===== src/rtl/fir_seq_if.sv =====
// Sample, coefficient-SRAM and MAC-control signals of the sequential FIR controller.
// slave is the controller side; master is the host/datapath side.
interface fir_seq_if #(
  parameter int NUM_TAP  = 10,
  parameter int SAMPLE_W = 3
);
  logic                          iEnSample;
  logic [SAMPLE_W-1:0]           iFirIn;
  logic                          iCoeffUpdate;
  logic                          iCsnRam;
  logic                          iWrnRam;
  logic [3:0]                    iAddrRam;
  logic [15:0]                   iWrDtRam;
  logic                          oCsn;
  logic                          oWrn;
  logic [3:0]                    oAddr;
  logic [15:0]                   oWrDt;
  logic [NUM_TAP*SAMPLE_W-1:0]   oDelay;
  logic                          oEnMul;
  logic                          oEnAddAcc;
  logic                          oMacValid;
  logic                          oBusy;

  modport slave (
    input  iEnSample, iFirIn, iCoeffUpdate, iCsnRam, iWrnRam, iAddrRam, iWrDtRam,
    output oCsn, oWrn, oAddr, oWrDt, oDelay, oEnMul, oEnAddAcc, oMacValid, oBusy
  );

  modport master (
    output iEnSample, iFirIn, iCoeffUpdate, iCsnRam, iWrnRam, iAddrRam, iWrDtRam,
    input  oCsn, oWrn, oAddr, oWrDt, oDelay, oEnMul, oEnAddAcc, oMacValid, oBusy
  );
endinterface


===== src/rtl/fir_seq.sv =====
// Sequential FIR controller: sample delay chain, coefficient SRAM sequencing
// and MAC enables, with a host pass-through window for coefficient updates.
module fir_seq #(
  parameter int NUM_TAP  = 10,
  parameter int SAMPLE_W = 3
) (
  input  logic     iClk12M,
  input  logic     iRst,
  fir_seq_if.slave bus
);

  localparam int         DLY_W    = NUM_TAP * SAMPLE_W;
  localparam logic [3:0] LAST_TAP = 4'(NUM_TAP - 1);

  typedef enum logic [2:0] {
    IDLE  = 3'd0,
    LOAD  = 3'd1,
    RUN   = 3'd2,
    FLUSH = 3'd3,
    DONE  = 3'd4
  } state_t;

  state_t           state_q, state_d;
  logic [3:0]       cnt_q, cnt_d;
  logic [DLY_W-1:0] delay_q, delay_d;
  logic             en_mul_q;
  logic             mac_valid_q;
  logic             busy_q;

  logic             csn_s;
  logic             wrn_s;
  logic [3:0]       addr_s;
  logic [15:0]      wrdt_s;

  // State register, tap counter and delay chain
  always_ff @(posedge iClk12M or posedge iRst) begin
    if (iRst) begin
      state_q <= IDLE;
      cnt_q   <= 4'd0;
      delay_q <= '0;
    end else begin
      state_q <= state_d;
      cnt_q   <= cnt_d;
      delay_q <= delay_d;
    end
  end

  // Next-state, counter and sample-acceptance logic
  always_comb begin
    state_d = state_q;
    cnt_d   = cnt_q;
    delay_d = delay_q;
    case (state_q)
      IDLE: begin
        if (bus.iCoeffUpdate) begin
          state_d = LOAD;
        end else if (bus.iEnSample) begin
          state_d = RUN;
          cnt_d   = 4'd0;
          delay_d = {delay_q[DLY_W-SAMPLE_W-1:0], bus.iFirIn};
        end else begin
          state_d = IDLE;
        end
      end
      LOAD: begin
        if (bus.iCoeffUpdate) begin
          state_d = LOAD;
        end else begin
          state_d = IDLE;
        end
      end
      RUN: begin
        if (cnt_q == LAST_TAP) begin
          state_d = FLUSH;
          cnt_d   = 4'd0;
        end else begin
          cnt_d   = cnt_q + 4'd1;
        end
      end
      FLUSH: begin
        state_d = DONE;
      end
      DONE: begin
        state_d = IDLE;
      end
      default: begin
        state_d = IDLE;
        cnt_d   = 4'd0;
      end
    endcase
  end

  // SRAM port: host pass-through while loading, tap-address read while running
  always_comb begin
    csn_s  = 1'b1;
    wrn_s  = 1'b1;
    addr_s = 4'd0;
    wrdt_s = 16'd0;
    case (state_q)
      LOAD: begin
        csn_s  = bus.iCsnRam;
        wrn_s  = bus.iWrnRam;
        addr_s = bus.iAddrRam;
        wrdt_s = bus.iWrDtRam;
      end
      RUN: begin
        csn_s  = 1'b0;
        addr_s = cnt_q;
      end
      default: begin
        csn_s  = 1'b1;
      end
    endcase
  end

  // MAC enables lag RUN by one cycle to match the synchronous SRAM read latency
  always_ff @(posedge iClk12M or posedge iRst) begin
    if (iRst) begin
      en_mul_q    <= 1'b0;
      mac_valid_q <= 1'b0;
      busy_q      <= 1'b0;
    end else begin
      en_mul_q    <= (state_q == RUN);
      mac_valid_q <= (state_d == DONE);
      busy_q      <= (state_d != IDLE);
    end
  end

  assign bus.oCsn      = csn_s;
  assign bus.oWrn      = wrn_s;
  assign bus.oAddr     = addr_s;
  assign bus.oWrDt     = wrdt_s;
  assign bus.oDelay    = delay_q;
  assign bus.oEnMul    = en_mul_q;
  assign bus.oEnAddAcc = en_mul_q;
  assign bus.oMacValid = mac_valid_q;
  assign bus.oBusy     = busy_q;

endmodule


===== src/flat_wrapper.sv =====
// flat-port wrapper written by rule: the top's interface ports become plain ports
module fir_seq_flat 
#(
  parameter int NUM_TAP  = 10,
  parameter int SAMPLE_W = 3
)
  (iClk12M, iRst, bus_iEnSample, bus_iFirIn, bus_iCoeffUpdate, bus_iCsnRam, bus_iWrnRam, bus_iAddrRam, bus_iWrDtRam, bus_oCsn, bus_oWrn, bus_oAddr, bus_oWrDt, bus_oDelay, bus_oEnMul, bus_oEnAddAcc, bus_oMacValid, bus_oBusy);
  fir_seq_if #(.NUM_TAP(NUM_TAP), .SAMPLE_W(SAMPLE_W)) bus_i ();
  input  logic iClk12M;
  input  logic iRst;
  input wire logic [$bits(bus_i.iEnSample)-1:0] bus_iEnSample;
  input wire logic [$bits(bus_i.iFirIn)-1:0] bus_iFirIn;
  input wire logic [$bits(bus_i.iCoeffUpdate)-1:0] bus_iCoeffUpdate;
  input wire logic [$bits(bus_i.iCsnRam)-1:0] bus_iCsnRam;
  input wire logic [$bits(bus_i.iWrnRam)-1:0] bus_iWrnRam;
  input wire logic [$bits(bus_i.iAddrRam)-1:0] bus_iAddrRam;
  input wire logic [$bits(bus_i.iWrDtRam)-1:0] bus_iWrDtRam;
  output wire logic [$bits(bus_i.oCsn)-1:0] bus_oCsn;
  output wire logic [$bits(bus_i.oWrn)-1:0] bus_oWrn;
  output wire logic [$bits(bus_i.oAddr)-1:0] bus_oAddr;
  output wire logic [$bits(bus_i.oWrDt)-1:0] bus_oWrDt;
  output wire logic [$bits(bus_i.oDelay)-1:0] bus_oDelay;
  output wire logic [$bits(bus_i.oEnMul)-1:0] bus_oEnMul;
  output wire logic [$bits(bus_i.oEnAddAcc)-1:0] bus_oEnAddAcc;
  output wire logic [$bits(bus_i.oMacValid)-1:0] bus_oMacValid;
  output wire logic [$bits(bus_i.oBusy)-1:0] bus_oBusy;
  assign bus_i.iEnSample = bus_iEnSample;
  assign bus_i.iFirIn = bus_iFirIn;
  assign bus_i.iCoeffUpdate = bus_iCoeffUpdate;
  assign bus_i.iCsnRam = bus_iCsnRam;
  assign bus_i.iWrnRam = bus_iWrnRam;
  assign bus_i.iAddrRam = bus_iAddrRam;
  assign bus_i.iWrDtRam = bus_iWrDtRam;
  assign bus_oCsn = bus_i.oCsn;
  assign bus_oWrn = bus_i.oWrn;
  assign bus_oAddr = bus_i.oAddr;
  assign bus_oWrDt = bus_i.oWrDt;
  assign bus_oDelay = bus_i.oDelay;
  assign bus_oEnMul = bus_i.oEnMul;
  assign bus_oEnAddAcc = bus_i.oEnAddAcc;
  assign bus_oMacValid = bus_i.oMacValid;
  assign bus_oBusy = bus_i.oBusy;
  fir_seq #(.NUM_TAP(NUM_TAP), .SAMPLE_W(SAMPLE_W)) u_core (.iClk12M(iClk12M), .iRst(iRst), .bus(bus_i));
endmodule

===== config.mk =====
export PLATFORM = sky130hd
export DESIGN_NAME = fir_seq_flat
export DESIGN_NICKNAME = d
export VERILOG_FILES = /design/src/rtl/fir_seq_if.sv /design/src/rtl/fir_seq.sv /design/src/flat_wrapper.sv
export SDC_FILE = /design/constraint.sdc
export NUM_CORES = 1
export LEC_CHECK = 0
export CAP_MARGIN = 40
export CELL_PAD_IN_SITES_DETAIL_PLACEMENT = 1
export CELL_PAD_IN_SITES_GLOBAL_PLACEMENT = 1
export CORE_UTILIZATION = 32
export DETAILED_ROUTE_END_ITERATION = 16
export GPL_ROUTABILITY_DRIVEN = 0
export GPL_TIMING_DRIVEN = 0
export HOLD_SLACK_MARGIN = 0.05
export PLACE_DENSITY_LB_ADDON = 0.1
export SYNTH_ARGS = -nofsm -noshare
export SYNTH_HDL_FRONTEND = slang
export SYNTH_SLANG_ARGS = --single-unit

===== constraint.sdc =====
create_clock -name iClk12M -period 1.95 [get_ports iClk12M]
set_input_delay 0.39 -clock iClk12M [delete_from_list [all_inputs] [get_ports iClk12M]]
set_output_delay 0.39 -clock iClk12M [all_outputs]
set_load 0.02 [all_outputs]

Word level (Yosys, flattened, before mapping)
Index checks and enable logic that the tools add are counted.
{"block": "totals", "latch_bits": 0, "rom_bits": 0, "wordCells": 35, "input_bits": 29, "regBits": 40, "out_inout_bits": 56, "mem_count": 0, "ram_bits": 0}
{"block": "op_classes", "add_sub_neg": 1, "n_mul": 0, "bitwise_logic": 2, "shifts": 0, "muxes": 13, "div_mod_pow": 0, "n_reduce_logical": 5, "magnitude_cmp": 0, "n_eq_ne": 8}
{"cell": "$mux W16", "count": 1}
{"cell": "$mux W4", "count": 3}
{"cell": "$pmux W3 S4", "count": 1}
{"cell": "$pmux W4 S3", "count": 1}
{"cell": "$pmux W4 S2", "count": 1}
{"cell": "$eq A3 B2 Y1 const B", "count": 2}
{"cell": "$eq A3 B3 Y1 const B", "count": 2}
{"cell": "$mux W3", "count": 2}
{"cell": "$reduce_and A3 Y1", "count": 2}
{"cell": "$add A4 B1 Y4 const B", "count": 1}
{"cell": "$eq A4 B4 Y1 const B", "count": 1}
{"cell": "$ne A2 B2 Y1 const B", "count": 2}
{"cell": "$eq A3 B1 Y1 const B", "count": 1}
{"cell": "$logic_not A3 Y1", "count": 1}
{"cell": "$reduce_bool A3 Y1", "count": 1}
{"cell": "$reduce_or A3 Y1", "count": 1}
{"cell": "$mux W1", "count": 2}
{"cell": "$mux W2", "count": 1}
{"cell": "$not A1 Y1", "count": 2}
{"cell": "$pmux W1 S2", "count": 1}

Logic depth before layout (Yosys ltp)
Gate-level depths: netlist of run 1.
{"block": "depth", "ltp_word": 4, "mapped_depth": 5}

Worst setup path after synthesis of run 1
No wires, ideal clock.
{"block": "synth_path", "path_type": "register -> output", "from": "reg u_core.state_q[2]", "to": "out bus_oAddr[0]", "arrival_time_ns": 1.350, "stages_incl_launch_ff": 5, "slack_ns": 0.210, "required_ns": 1.560, "cell_sequence": "dfrtp_1 > buf_2 > nor3b_1 > clkbuf_1 > a22o_1"}
{"block": "synth_via", "elab_chain_len": 2, "elab_cells_between_ends": 3, "classes_between": "2 x eq/ne; 1 x mux"}
{"item": "start: declaration", "line": "fir_seq.sv:23", "text": "state_t state_q, state_d;"}
{"item": "start signal: assignment", "line": "fir_seq.sv:42", "text": "state_q <= state_d;"}
{"item": "$eq A3 B2 Y1 or $eq A3 B1 Y1 (tied branches)", "line": "fir_seq.sv:99", "text": "case (state_q)"}
{"item": "$pmux W4 S2 (*)", "line": "fir_seq.sv:99"}
{"item": "end: declaration", "line": "flat_wrapper.sv:20", "text": "output wire logic [$bits(bus_i.oAddr)-1:0] bus_oAddr;"}
Mark *: on every way between the ends. The rest lies on a longest branch, timed or not.

Worst setup path in the final report of run 1
{"block": "layout_path", "from": "reg u_core.state_q[2]", "to": "out bus_oWrDt[7]"}
{"block": "layout_via", "elab_chain_len": 2}
{"item": "$eq A3 B1 Y1", "line": "fir_seq.sv:99"}
{"item": "$mux W16", "line": "fir_seq.sv:99"}
{"item": "end: declaration", "line": "flat_wrapper.sv:21", "text": "output wire logic [$bits(bus_i.oWrDt)-1:0] bus_oWrDt;"}
No other way between the ends.

==> results of run 1 <==
-- Yosys cell counts, types with 2 or more instances --
| library cell | instances |
|---|---|
| a22o_1 | 6 |
| ha_1 | 2 |
| buf_6 | 4 |
| clkbuf_1 | 2 |
| mux2_4 | 10 |
| nand2b_1 | 3 |
| mux2_2 | 13 |
| inv_1 | 4 |
| mux2_1 | 8 |
| a21oi_1 | 2 |
| and2_1 | 16 |
| dfrtp_1 | 40 |
| and3b_2 | 2 |
-- path summary, 6_finish.rpt --
check	end	cells past startpoint	slack (ns)	from
min in group asynchronous	u_core.bus.oMacValid$_DFF_PP0_	2	0.59	iRst
worst min register to register	u_core.bus.oDelay[27]$_DFFE_PP0P_	1	0.51	u_core.bus.oDelay[27]$_DFFE_PP0P_
max in group asynchronous	u_core.state_q[1]$_DFF_PP0_	2	0.79	iRst
worst min-delay path	u_core.bus.oDelay[27]$_DFFE_PP0P_	1	0.51	u_core.bus.oDelay[27]$_DFFE_PP0P_
worst max-delay path	bus_oWrDt[7]	6	0.02	u_core.state_q[2]$_DFF_PP0_
worst max register to register	u_core.bus.oDelay[1]$_DFFE_PP0P_	5	0.15	u_core.state_q[0]$_DFF_PP0_
-- cell usage in the layout (no fill, tap or decap), types with 2 or more instances in the layout --
master,n
nor3b_4,2
and3b_2,2
clkdlybuf4s50_1,62
buf_6,20
clkbuf_8,8
and2_1,7
nand2b_1,3
buf_4,16
mux2_2,13
mux2_4,10
dfrtp_1,39
inv_1,3
mux2_1,8
and2_4,9
a22o_1,6
ha_1,2
-- sequential cells by signal, summed over array words and instances, names as in the netlist --
register              flops
u_core.state_q            3
u_core.cnt_q              4
u_core.bus.oBusy          1
u_core.bus.oDelay        30
u_core.bus.oEnAddAcc      1
u_core.bus.oMacValid      1
-- final cells by class --
| cell class | count | area share |
|---|---|---|
| sequential | 40 | 0.3304 |
| timing repair buffer | 94 | 0.3053 |
| multi-input combinational | 79 | 0.2640 |
| buffer | 8 | 0.03012 |
| tap | 72 | 0.02970 |
| clock buffer | 6 | 0.02393 |
| clock inverter | 2 | 0.01155 |
| inverter | 4 | 0.004950 |
-- stage by stage --
step / TNS, ns / util
global placement: -21.07 / 0.5009
finish: 0 / 0.5474
CTS: 0 / 0.5312
global route: -0.5513 / 0.5474
floorplan: 0 / -
detailed placement: -16.51 / 0.5009
-- where the power goes --
part | internal, W | switching (W)
Clock | 0.000380 | 0.000288
Combinational | 0.00145 | 0.00114
Sequential | 0.00117 | 0.000281
Total | 0.00300 | 0.00171
-- kinds of logic (layout without fill, tap and decap cells) --
group | Yosys count | count (layout) | synth area share
simple gates | 33 | 33 | 0.1343
fa+ha+maj | 2 | 2 | 0.01357
mux | 31 | 31 | 0.2096
buf+inv | 12 | 114 | 0.04342
flops | 40 | 40 | 0.5427
compound gates | 12 | 12 | 0.05157
xor+xnor | 1 | 1 | 0.004750
-- layer usage --
metal | global-route usage | wire, um
met3 | 0.05647 | 367
met2 | 0.2912 | 2430
met1 | 0.1789 | 1776
met5 | 0 | 0
met4 | 0.06667 | 76
-- what timing repair did --
action / 4_1_cts / 5_1_grt
resized for setup: 117 / 28
cloned: 2 / 0
endpoints found under the setup margin: 22 / 22
hold endpoints to repair: 0 / 0
pin swaps: 1 / 0
hold buffers: 0 / 0
buffers inserted: 7 / 1
-- worst reg2reg max path, cell delays in order, from the launching register on --
cell and delay, ns:
dfrtp_1 0.38, buf_6 0.13, buf_4 0.14, nor4_4 0.46, buf_6 0.26, mux2_4 0.33
==> reports/metrics.cfg, run 1 <==
[critical_path]
cp.arrival_ns = 1.54
worst-path-buf-inv = 4
critical-path-top-delay-family = buffers and inverters
criticalPathCategory = register to primary output
slowest_delay_ns = 0.37
cp_cell_sequence = buf_6, nor3b_4, buf_6, buf_4, and2_1, buf_6
slowest_stage = dfrtp_1
crit_top_cell = buf_6
cp_max_fo = 6
cp-end-kind = primary output
worstSetupStartpointType = register
critPathRequiredTime_ns = 1.56

[placement]
hpwlAfterDp_um = 3315
dp_slack_ns = -0.6136
dp_cells = 287
place_area_um2 = 2775
io_buffers = 84

[power_and_ir_drop]
power_density_nw_per_um2 = 1553
totalPowerFinal_w = 0.004709
ir_drop_mv = 0.5996
p_leak_nw = 1.393

[global_routing]
antenna_found_initial = 0
grt_max_degree = 41
grtUsageTotal = 0.1644
grt.overflow.total = 0
grt_pass1_wl_um = 7610
grt_pass1_vias = 1525

[logic_synthesis]
synth-main-ff-cell = dfrtp_1
netlist.area_leader.share = 0.5427
yosys.area.top_type = dfrtp_1
yosys_register_bits = 40
synthTopCellsByArea = dfrtp_1 54%, mux2_4 8.1%, mux2_2 7.9%
syn_nets = 162
synthArstFlopShare = 1.000
syn-instance-count = 131
synth_edf_count = 0
post_synth.cell_area_avg_um2 = 14.08
syn_area_um2 = 1844
ys_seq_area_frac = 0.5427
ys_types = 32
ys_warn_count = 0

[floorplanning]
fp.coreArea_um2 = 5540
rows = 27
ios = 85
start_util = 0.3329
fp.dieW_um = 77.92
dieArea_um2 = 6071
die_h_um = 77.92

[route]
wl_um = 4650
vias_per_cell = 4.649
drt_first_pass_iters = 2
drtAntennaViolNets = 0
wl_per_cell_um = 15.25
via_count = 1418
drc_errors = 0
drt_iter0_drc = 39

[sta]
fmax_mhz = 517.2
maxSlewViolCount = 0
worstMarginPinSlew_ns = 0.8327
rsz0062_at_grt = yes
period_share = 0.9916
finClkSkew_ns = 0.005163
holdWs_ns = 0.5144
finalHoldViolations = 0
final.setup.worst_slack_ns = 0.01643
min_period_ns = 1.934
max_slew_margin = 0.4441
setup_viol = 0

[cts]
clock_latency_ns = 0.29
clkTransAtPathRegs_ns = 0.07
cts_max_level = 2
ctsLongestPathBuffers = 2
root_buffer = clkbuf_8
cts.sinks = 40
cts_tree = done
numCtsBuffers = 5

[finish]
seqCellArea_um2 = 1002
final_area_um2 = 3033
multi_input_area_um2 = 800.8
final_cells = 305
fin_nets = 263
final.fill_count = 550
drive_gt1_frac = 0.3820
area_delta_synth_final_pct = 64.45
n_antenna_cell = 0

[min_path]
min_path_type = register to register

[job]
maxCapViolations = 0

[status]
run_status = finished clean

Power figures use the tool's default switching activity.
==> run 2: changes to the inputs <==
- CAP_MARGIN: 40 -> 20
==> results of run 2 <==
The final DEF is identical to that of run 1; final timing and power are the same.
==> run 3: changes to the inputs <==
- ABC_AREA: unset -> 1
- CORE_UTILIZATION: 32 -> 30
- CTS_CLUSTER_SIZE: unset -> 14
- SLEW_MARGIN: unset -> 10
==> reports/metrics.cfg, run 3 <==
[global_routing]
grt.overflow.total = 0
antenna_found_initial = 0
grt_pass1_vias = 1669
grt_pass1_wl_um = 8224
grtUsageTotal = 0.1651
grt_max_degree = 31

[sta]
max_slew_margin = 0.8272
fmax_mhz = 535.0
worstMarginPinSlew_ns = 0.2588
tns_ns = 0
setup_viol = 0
maxSlewViolCount = 0
final.setup.worst_slack_ns = 0.08099
finalHoldViolations = 0
rsz0062_at_grt = no
min_period_ns = 1.869
period_share = 0.9585
finClkSkew_ns = 0.004575

[critical_path]
worstSetupStartpointType = register
r2r_cells = 6
worst-path-buf-inv = 3
r2r_end = u_core.bus.oDelay[19]$_DFFE_PP0P_
cp_cell_sequence = inv_4, nand3_4, buf_4, nor2_1, clkdlybuf4s15_2
cp_max_fo = 10
r2r-start = u_core.state_q[0]$_DFF_PP0_
cp.arrival_ns = 1.48
critical-path-top-delay-family = buffers and inverters
criticalPathCategory = register to primary output
reg2reg_slack_ns = 0.51
cp-end-kind = primary output
slowest_delay_ns = 0.42
slowest_stage = dfrtp_1
critPathRequiredTime_ns = 1.56

[min_path]
min_path_type = primary input to async pin

[route]
wl_um = 5264
via_count = 1721
routed.top_layer = met4
routed-wl-met3_um = 135
dr_wl_met2_um = 2827
drc_errors = 0
drt_iter0_drc = 73
drtAntennaViolNets = 0
vias_per_cell = 4.402
m1WireLength_um = 2271
drt_first_pass_iters = 4
wl_per_cell_um = 13.46

[job]
maxCapViolations = 0

[cts]
clock_latency_ns = 0.29
clkTransAtPathRegs_ns = 0.08
cts_max_level = 2
root_buffer = clkbuf_8
ctsLongestPathBuffers = 2
cts_hold_buffers = 0
numCtsBuffers = 5
cts_tree = done
cts.sinks = 40

[power_and_ir_drop]
power_density_nw_per_um2 = 1639
seq_power_share = 0.298
switchingPower_w = 0.002076
netSwitchingFraction = 0.4219
p_comb_frac = 0.552
p_leak_nw = 1.539
p_int_w = 0.002845
ir_drop_mv = 0.7772
pwr-share-clk = 0.150

[logic_synthesis]
synthSimpleGateAreaFrac = 0.1801
synth-main-ff-cell = dfrtp_1
synthArstFlopShare = 1.000
synth.most_common_cell = inv_1
ys_warn_count = 0
syn_area_um2 = 1924
synth_edf_count = 0
synth_top_family_by_area = simple AND/OR/NAND/NOR gates
synthTopCellsByArea = dfrtp_1 52%, inv_1 9.2%, nor2_1 7.0%
ys_types = 21
netlist.area_leader.share = 0.5202
syn-instance-count = 217
syn_nets = 248
synth_xor_area_frac = 0.009103
post_synth.cell_area_avg_um2 = 8.868
synth_compound_area_frac = 0.1463
yosys_register_bits = 40
yosys.area.top_type = dfrtp_1
synth_fa_ha_area_frac = 0.01300
synthTopCellsByCount = 47 x inv_1, 40 x dfrtp_1, 36 x nor2_1
muxShareOfSynthArea = 0
ys_seq_area_frac = 0.5202

[finish]
final_cell_mix = 62 x clkdlybuf4s50_1, 43 x inv_1, 39 x dfrtp_1
largest_reg_flops = 30
final_common_cell = clkdlybuf4s50_1
area_delta_synth_final_pct = 55.98
final.fill_count = 724
n_antenna_cell = 0
fin_nets = 346
drive_gt1_frac = 0.2342

[floorplanning]
ios = 85
start_util = 0.3175
dieArea_um2 = 6739
fp.dieW_um = 82.09
fp.coreArea_um2 = 6061
rows = 28
die_h_um = 82.09

[placement]
dp_slack_ns = -0.2602
io_buffers = 84
hpwlAfterDp_um = 3934

[status]
run_status = finished clean

run 3: changes by cell type after synthesis, moves of 4 or more:
cell	before	now
a21oi_2	0	14
a22o_1	6	0
and2_1	16	0
inv_1	4	47
mux2_1	8	0
mux2_2	13	0
mux2_4	10	0
nand2_1	1	30
nand3_1	1	5
nor2_1	1	36
o21ai_0	0	8
o21ai_1	0	7
o21ai_2	0	9
run 3: area by class of cell:
class / count / area [um2] / share of cell area
Timing Repair Buffer: 90 / 818.3 / 0.2726
Clock buffer: 7 / 96.34 / 0.03210
Buffer: 8 / 78.83 / 0.02626
Sequential cell: 40 / 1002 / 0.3339
Inverter: 47 / 178.9 / 0.05961
Multi-Input combinational cell: 123 / 703.2 / 0.2343
Clock inverter: 1 / 30.03 / 0.01000
Tap cell: 75 / 93.84 / 0.03126
run 3: worst max path at each step:
stage,to,cells past startpoint,startpoint
CTS,bus_oWrn,4,u_core.state_q[2]$_DFF_PP0_
detailed placement,bus_oWrDt[11],5,u_core.state_q[2]$_DFF_PP0_
global route,bus_oWrDt[0],4,u_core.state_q[0]$_DFF_PP0_
floorplan,bus_oWrDt[10],4,u_core.state_q[2]$_DFF_PP0_
finish,bus_oWrDt[8],5,u_core.state_q[2]$_DFF_PP0_
global placement,u_core.state_q[2]$_DFF_PP0_,2,iRst
run 3: what timing repair did:
action | CTS | global route
pin swaps | 1 | 0
buffers inserted | 4 | 1
endpoints found under the setup margin | 22 | 15
gates resized for setup | 61 | 22
cloned | 1 | 0
run 3: cells by family after synthesis:
family / Yosys count
adders and majority gates: 2
AOI/OAI and AO/OA: 39
DFF: 40
xor gates and xnor gates: 2
buffers and inverters: 55
and+or+nand+nor: 79
run 3: layer usage:
layer | vias up | global-route usage
li1 | 856 | -
met1 | 828 | 0.2022
met2 | 32 | 0.2917
met3 | 5 | 0.03626
met4 | 0 | 0.04211
met5 | - | 0
run 3: power groups by stage:
| stage | combinational (W) | sequential (W) | clock [W] |
|---|---|---|---|
| CTS | 0.00279 | 0.00147 | 0.000769 |
| detailed placement | 0.00272 | 0.00150 | 0 |
| global placement | 0.00267 | 0.00148 | 0 |
| floorplan | 0.00110 | 0.00186 | 0 |
| global route | 0.00296 | 0.00152 | 0.000792 |
| finish | 0.00271 | 0.00147 | 0.000738 |
run 3: per-stage QoR:
step	hold slack, ns	total power [W]	instance area, um2	utilization	std cells
6_report	0.3474	0.004920	3002	0.4953	391
5_1_grt	0.3763	0.005268	3002	0.4953	391
4_1_cts	0.3416	0.005037	3074	0.5072	390
3_5_place_dp	0.4799	0.004218	2879	0.4750	377
3_3_place_gp	0.4662	0.004148	2859	0.4717	376
2_1_floorplan	0.4640	0.002954	1924	-	217
